### src/rtl/note_sample_sequencer.sv
// rtl/note_sample_sequencer.sv - note-table melody sequencer producing enveloped square-wave PCM samples
`timescale 1ns/1ps
module note_sample_sequencer #(
   parameter int CLK_FREQ    = 25000000,
   parameter int SAMPLE_RATE = 48000,
   parameter int AMPLITUDE   = 8192,
   parameter int ENV_STEP    = 64
) (
   input  logic        clk,
   input  logic        reset_n,
   input  logic        start,
   input  logic        stop,
   input  logic        loop_en,
   input  logic        seq_we,
   input  logic [3:0]  seq_addr,
   input  logic [2:0]  seq_note,
   input  logic [15:0] seq_dur,
   output logic [15:0] sample_data,
   output logic        sample_valid,
   input  logic        sample_ready,
   output logic        busy,
   output logic [3:0]  note_idx,
   output logic        overrun
);

   localparam int SAMPLE_DIV = CLK_FREQ / SAMPLE_RATE;
   localparam int DIV_W = (SAMPLE_DIV > 1) ? $clog2(SAMPLE_DIV) : 1;
   localparam logic [DIV_W-1:0] DIV_LAST = DIV_W'(SAMPLE_DIV - 1);
   localparam logic [16:0] AMP17  = 17'(AMPLITUDE);
   localparam logic [16:0] STEP17 = 17'(ENV_STEP);
   localparam logic [15:0] STEP16 = 16'(ENV_STEP);

   typedef enum logic [1:0] {IDLE, LOAD, PLAY, RELEASE} state_t;

   state_t            state, state_n;
   logic [2:0]        tab_note [16];
   logic [15:0]       tab_dur  [16];

   logic [3:0]        note_idx_n;
   logic [2:0]        cur_note, cur_note_n;
   logic [15:0]       cur_dur, cur_dur_n;
   logic [DIV_W-1:0]  div_cnt, div_n;
   logic [15:0]       phase, phase_n;
   logic [15:0]       cnt, cnt_n;
   logic [15:0]       env, env_n;
   logic              pol, pol_n;
   logic              stop_flag, stop_flag_n;
   logic [15:0]       data_n;
   logic              valid_n;
   logic              overrun_n;

   logic              running, tick, produce;
   logic [15:0]       half, env_up, env_dn, env_sel, wave;
   logic [16:0]       env_sum;

   assign busy    = (state != IDLE);
   assign running = (state == PLAY) || (state == RELEASE);
   assign tick    = running && (div_cnt == DIV_LAST);
   // a tick that coincides with acceptance still produces a sample
   assign produce = tick && (!sample_valid || sample_ready);

   // half period of the current note, in samples
   always_comb begin
      half = 16'd1;
      case (cur_note)
         3'd0:    half = 16'(SAMPLE_RATE / (2 * 262));
         3'd1:    half = 16'(SAMPLE_RATE / (2 * 294));
         3'd2:    half = 16'(SAMPLE_RATE / (2 * 330));
         3'd3:    half = 16'(SAMPLE_RATE / (2 * 349));
         3'd4:    half = 16'(SAMPLE_RATE / (2 * 392));
         3'd5:    half = 16'(SAMPLE_RATE / (2 * 440));
         3'd6:    half = 16'(SAMPLE_RATE / (2 * 494));
         default: half = 16'd1;
      endcase
   end

   assign env_sum = {1'b0, env} + STEP17;
   assign env_up  = (env_sum >= AMP17) ? AMP17[15:0] : env_sum[15:0];
   assign env_dn  = (env > STEP16) ? (env - STEP16) : 16'd0;
   assign env_sel = (state == PLAY) ? env_up : env_dn;
   assign wave    = (cur_note == 3'd7) ? 16'd0 : (pol ? env_sel : (~env_sel + 16'd1));

   // next-state and datapath decisions for the sequencer
   always_comb begin
      state_n     = state;
      note_idx_n  = note_idx;
      cur_note_n  = cur_note;
      cur_dur_n   = cur_dur;
      phase_n     = phase;
      cnt_n       = cnt;
      env_n       = env;
      pol_n       = pol;
      stop_flag_n = stop_flag;
      data_n      = sample_data;
      valid_n     = sample_valid;
      overrun_n   = overrun;
      div_n       = running ? (tick ? '0 : div_cnt + 1'b1) : '0;

      if (sample_valid && sample_ready)
         valid_n = 1'b0;
      if (tick && sample_valid && !sample_ready)
         overrun_n = 1'b1;

      if (produce) begin
         data_n  = wave;
         valid_n = 1'b1;
         env_n   = env_sel;
         if (phase == half - 16'd1) begin
            phase_n = 16'd0;
            pol_n   = ~pol;
         end else begin
            phase_n = phase + 16'd1;
         end
      end

      case (state)
         IDLE: begin
            if (start && !stop) begin
               state_n     = LOAD;
               note_idx_n  = 4'd0;
               overrun_n   = 1'b0;
               stop_flag_n = 1'b0;
            end
         end
         LOAD: begin
            if (stop) begin
               state_n = IDLE;
            end else if (tab_dur[note_idx] == 16'd0) begin
               if (loop_en && note_idx != 4'd0)
                  note_idx_n = 4'd0;
               else
                  state_n = IDLE;
            end else begin
               cur_note_n = tab_note[note_idx];
               cur_dur_n  = tab_dur[note_idx];
               phase_n    = 16'd0;
               cnt_n      = 16'd0;
               env_n      = 16'd0;
               pol_n      = 1'b1;
               state_n    = PLAY;
            end
         end
         PLAY: begin
            if (produce) begin
               cnt_n = cnt + 16'd1;
               if (cnt + 16'd1 == cur_dur)
                  state_n = RELEASE;
            end
            if (stop) begin
               state_n     = RELEASE;
               stop_flag_n = 1'b1;
            end
         end
         RELEASE: begin
            if (stop)
               stop_flag_n = 1'b1;
            if (produce && env_dn == 16'd0) begin
               if (stop_flag || stop) begin
                  state_n = IDLE;
               end else if (note_idx == 4'd15) begin
                  note_idx_n = 4'd0;
                  state_n    = loop_en ? LOAD : IDLE;
               end else begin
                  note_idx_n = note_idx + 4'd1;
                  state_n    = LOAD;
               end
            end
         end
         default: state_n = IDLE;
      endcase
   end

   // sequencer and output registers
   always_ff @(posedge clk or negedge reset_n) begin
      if (!reset_n) begin
         state        <= IDLE;
         note_idx     <= 4'd0;
         cur_note     <= 3'd0;
         cur_dur      <= 16'd0;
         div_cnt      <= '0;
         phase        <= 16'd0;
         cnt          <= 16'd0;
         env          <= 16'd0;
         pol          <= 1'b1;
         stop_flag    <= 1'b0;
         sample_data  <= 16'd0;
         sample_valid <= 1'b0;
         overrun      <= 1'b0;
      end else begin
         state        <= state_n;
         note_idx     <= note_idx_n;
         cur_note     <= cur_note_n;
         cur_dur      <= cur_dur_n;
         div_cnt      <= div_n;
         phase        <= phase_n;
         cnt          <= cnt_n;
         env          <= env_n;
         pol          <= pol_n;
         stop_flag    <= stop_flag_n;
         sample_data  <= data_n;
         sample_valid <= valid_n;
         overrun      <= overrun_n;
      end
   end

   // note/duration table, writable at any time
   always_ff @(posedge clk or negedge reset_n) begin
      if (!reset_n) begin
         for (int i = 0; i < 16; i++) begin
            tab_note[i] <= 3'd0;
            tab_dur[i]  <= 16'd0;
         end
      end else if (seq_we) begin
         tab_note[seq_addr] <= seq_note;
         tab_dur[seq_addr]  <= seq_dur;
      end
   end

endmodule
### config.mk
export PLATFORM = sky130hd
export DESIGN_NAME = note_sample_sequencer
export DESIGN_NICKNAME = d
export VERILOG_FILES = /design/src/rtl/note_sample_sequencer.sv
export SDC_FILE = /design/constraint.sdc
export NUM_CORES = 1
export LEC_CHECK = 0
export CAP_MARGIN = 0
export CORE_MARGIN = 5
export CORE_UTILIZATION = 45
export CTS_CLUSTER_SIZE = 25
export DETAILED_ROUTE_END_ITERATION = 12
export PLACE_DENSITY_LB_ADDON = 0.2
export SYNTH_ARGS = -nofsm -noshare
export SYNTH_HDL_FRONTEND = slang
export SYNTH_SLANG_ARGS = --single-unit
### constraint.sdc
create_clock -name clk -period 8.4 [get_ports clk]
set_input_delay 1.68 -clock clk [delete_from_list [all_inputs] [get_ports clk]]
set_output_delay 1.68 -clock clk [all_outputs]
set_load 0.05 [all_outputs]
; Yosys cells after proc, flatten, opt, wreduce, memory -nomap -nowiden
; Cells that the tools add are included.
[totals]
regBits = 407
word_cells = 187
output_inout_bits = 23
in_bits = 30
[op_classes]
bitwise = 6
addsub = 8
n_mux = 66
reduce_logical = 31
order_cmp = 5
n_eq_ne = 26
[op_table]
columns = operator, count
row1 = 16-bit two-way mux, 20
row2 = 256-bit bitwise mux, 1
row3 = 16-bit binary-select mux with 4-bit select, 1
row4 = 16-bit demux with 4-bit select, 1
row5 = 7-bit case mux with 7 select lines, 1
row6 = 16-bit by 1-bit adder with 16-bit output (second input constant), 3
row7 = 48-bit bitwise mux, 1
row8 = 16-bit equality test, 2
row9 = 16-bit zero test, 2
row10 = 16-bit case mux with 2 select lines, 1
row11 = 4-bit two-way mux, 7
row12 = 10-bit two-way mux, 2
row13 = 16-bit by 7-bit adder with 17-bit output (second input constant), 1
row14 = 17-bit by 14-bit greater-or-equal comparator with 1-bit output (second input constant), 1
row15 = 16-bit by 7-bit > comparator with 1-bit output (second input constant), 1
row16 = 2-bit two-way mux, 8
row17 = 16-bit NOT, 1
row18 = 16-bit by 1-bit subtractor with 16-bit output (second input constant), 1
row19 = 16-bit by 7-bit subtractor with 16-bit output (second input constant), 1
row20 = 1-bit two-way mux, 15
row21 = 2-bit inequality test (second input constant), 7
row22 = 3-bit binary-select mux with 4-bit select, 1
row23 = 3-bit demux with 4-bit select, 1
row24 = 3-bit equality test (second input constant), 4
row25 = 33 further kinds, 58

; Logic depth before layout (Yosys ltp)
[depth]
word_depth = 9
ltp_mapped = 16
depth_no_buf = 13

; Worst setup path after synthesis
; No wires, ideal clock.
[synth_path]
path_kind = in2reg
start = input port sample_ready
end = register note_idx[0]
path_stages = 7
t_required_ps = 8280
path_buffers = 0
path_slack_ps = 4872
setup_ps = 120
t_arrival_ps = 3408
cell_sequence = nor2b_1 nor4_1 nand2_1 o31ai_1 a22o_1 mux2_2 a31o_2
[synth_between]
elab_chain_cells = 5
[synth_lines]
columns = item, line_no
row1 = from (decl), 20  ; input logic sample_ready,
row2 = 1-bit logical OR, 60  ; assign produce = tick && (!sample_valid || sample_ready);
row3 = 1-bit logical AND, 60
row4 = 1-bit logical AND, 157  ; if (produce && env_dn == 16'd0) begin
row5 = 2-bit by 1-bit inequality test with 1-bit output (no source line), n/a
row6 = 7-bit AND reduction (no source line), n/a
row7 = to (signal assigned), 191  ; note_idx <= note_idx_n;
row8 = to (decl), 22  ; output logic [3:0] note_idx,
; Every way passes these cells.
; A chain may end at the register's enable or synchronous reset.

; Worst setup path after layout
[layout_path]
start = register note_idx[2]
end = output port note_idx[2]
; No word-level cell between the ends.

==> results.md <==
- Switch share: 0.3350
- Pwr Density: 324.6 nW/um^2
- Slew headroom: 0.2857
- Fmax: 215.9 MHz
- Setup-failing EPs final: 0
- Fin crit share: 0.5513
- CP required: 6.72 ns
- Initial Util: 0.4518
- Routability Congestion: 0.8674
- Largest net degree at the start of global routing: 147
- CP max FO: 40
- Hold_ws: 0.4773 ns
- Htree depth: 2
- CTS Buf Count: 46
- Post-synth top flop: dfrtp_1
- P_leak: 0.009774 uW
- Vias: 13280
- CP Capture Type: output pin
- Std-Cell Rows: 78
- Unique masters post-synth: 76
- GRT Util Overall: 0.2023
- Number of antenna violations at the first check in global routing: 4
- Min Tclk post-route: 4.631 ns
- Avg Inst Size Synth: 12.50 um^2
- Die X: 222.8 um
- Die height: 222.8 um
- Area of the core: 45090 um^2
- Seq/Total Area, Yosys: 0.5000
- Post-CTS Setup Bufs: 0
- Synth area leader: dfrtp_1
- Final HPWL DP: 30.65 mm
- Reg clk slew, reported paths: 0.06 ns
- Crit path to: note_idx[2]
- EDFF count, synth: 0
- IO Count: 53
- First-pass GRT wire length: 80.43 mm
- NetSw: 2511 uW
- Die Area: 49630 um^2
- RSZ-0062 raised after global routing: no
- Max-cap violation count: 0
- Post-route cell area: 23090 um^2
- Pre-CTS setup slack: 3.857 ns
- Area of the multi-input gates: 9608 um^2
- Most common cell in the netlist: dfrtp_1
- Yosys top cell area share: 0.4987
- WS Path Type: flip-flop to output pin
- DRT Pass-1 Iters: 5
- Ys async rst share: 1.000
- Critical R2R Capture: cur_note[1]$_DFFE_PN0P_
- Post-route ant nets: 0
- CTS tree: done
- Register bit total from synthesis: 407
- Hold Buf Count CTS: 0
- DRC viols: 0
- Clock root buffer: clkbuf_16
- Synthesized cell area: 20370 um^2
- Clock power frac: 0.288
- Synth Net Count: 1671
- Final setup skew: 0.02041 ns
- CTS Sinks: 407
- Reg-to-reg slack, setup: 3.88 ns
- Average wire per standard cell: 21.80 um
- 1st-iter DRT viols: 883
- Clk_lat worst skew: 0.58 ns
- Clk buf depth: 3
- Synth top area cells: dfrtp_1, mux2_2, mux4_2
- Status: completed
- Setup ws final: 3.769 ns
- Worst Path Arrival: 2.95 ns
- Post-Syn Instances: 1630
- Combinational share of power: 0.339
- R2R depth: 9
- Max VDD drop: 215.8 uV
- Share of cells above drive strength 1: 0.3210
- Slew Limit Fails: 0
- Reg power frac: 0.372
- Power, Total: 7494 uW
- Tightest Hold Check Type: flip-flop to flip-flop
- Fin. Hold Viols: 0
- Overflow left after global routing: 0
- Area delta synth->final: 13.35%
- P_int: 4984 uW
- Slew @ Worst Pin: 1.071 ns
- Post-layout net count: 1689
- Post-Route WL: 49.76 mm
- Fillers: 3900
- Placed Area: 21440 um^2
- PostCTS Resize Cnt: 0
- Yosys warns: 0
- Number of global-route vias before repair: 13830
- Worst R2R Start: note_idx[2]$_DFFE_PN0P_
- CP startpoint: note_idx[2]$_DFFE_PN0P_
- Register area: 10190 um^2
- Via-to-Cell Ratio: 5.819
- Setup TNS: 0 ns
- Synth top cells by count: dfrtp_1, mux2_2, nand2_1
- PortBufs: 52
- Startpoint types: flip-flop
sequential cells by signal, summed over array words and instances, names as in the netlist, named ones only:
| signal | cells |
|---|---|
| tab_dur | 256 |
| tab_note | 48 |
| cnt | 16 |
| cur_dur | 16 |
| env | 16 |
| phase | 16 |
| sample_data | 16 |
| div_cnt | 10 |
| note_idx | 4 |
| cur_note | 3 |
| overrun | 1 |
| pol | 1 |
| sample_valid | 1 |
| state | 1 |
| stop_flag | 1 |
layer usage:
| layer | global-route usage | share of wire | vias up |
|---|---|---|---|
| li1 | - | - | 6063 |
| met1 | 0.2861 | 0.46 | 6880 |
| met2 | 0.3234 | 0.47 | 268 |
| met3 | 0.04532 | 0.052 | 67 |
| met4 | 0.04506 | 0.017 | 6 |
| met5 | 0 | 0.00062 | - |
layout make-up:
type / count / share of cell area
antenna: 1 / 0.0001084
clock buffer: 65 / 0.05858
clock inverter: 17 / 0.01263
inverter: 31 / 0.005039
multi-input combinational: 1080 / 0.4161
sequential: 407 / 0.4415
tap: 600 / 0.03251
timing repair buffer: 82 / 0.03360
worst min path at each step:
| stage | from | endpoint | slack [ns] | depth (start not counted) |
|---|---|---|---|---|
| 2_1_floorplan | div_cnt[0]$_DFF_PN0_ | div_cnt[0]$_DFF_PN0_ | 0.45 | 1 |
| 3_3_place_gp | sample_data[11]$_DFFE_PN0P_ | sample_data[11]$_DFFE_PN0P_ | 0.47 | 2 |
| 3_5_place_dp | sample_data[11]$_DFFE_PN0P_ | sample_data[11]$_DFFE_PN0P_ | 0.47 | 2 |
| 4_1_cts | sample_data[11]$_DFFE_PN0P_ | sample_data[11]$_DFFE_PN0P_ | 0.48 | 2 |
| 5_1_grt | sample_data[12]$_DFFE_PN0P_ | sample_data[12]$_DFFE_PN0P_ | 0.50 | 2 |
| 6_report | sample_data[11]$_DFFE_PN0P_ | sample_data[11]$_DFFE_PN0P_ | 0.48 | 2 |
placed cells by master (no fill, tap or decap), types with 11 or more instances in the layout:
cell and count:
o21ai_0 57, nor3b_1 11, nand2b_1 12, mux4_2 70
a31oi_1 24, a21oi_1 27, nor4_1 14, nor3_1 51
mux2_2 326, mux2i_1 27, and3_1 19, nand3_1 39
nand2_1 88, xor2_1 32, clkbuf_8 13, nor2_1 67
xnor2_1 24, ha_1 11, dfrtp_1 404, clkdlybuf4s50_1 51
clkbuf_16 46, inv_1 29, buf_4 28
kinds of logic (layout without fill, tap and decap cells):
logic type	count (synthesis)	in the layout	share of synthesized area
simple gates	380	380	0.09446
xor+xnor	56	56	0.02408
mux	432	432	0.2791
flops	407	407	0.5000
buf+inv	143	195	0.02997
other cells	0	1	0
compound gates	201	201	0.06560
fa+ha+maj	11	11	0.006756
stage by stage:
step	utilization	cells
4_1_cts	0.5121	2282
6_report	0.5121	2283
2_1_floorplan	-	1630
3_5_place_dp	0.4756	2200
5_1_grt	0.5121	2282
3_3_place_gp	0.4756	2200
worst max-delay path, cell delays in order (launching register included):
cell and delay, ns:
dfrtp_4 0.83, buf_4 0.59, clkdlybuf4s50_1 0.93
power groups by stage:
stage	Sequential (uW)	Clock (uW)	Combinational, uW
2_1_floorplan	2650	0	2010
3_3_place_gp	2800	0	2510
3_5_place_dp	2820	0	2550
4_1_cts	2790	2210	2560
5_1_grt	2850	2290	2780
6_report	2790	2160	2540
(Power assumes the default switching activity.)
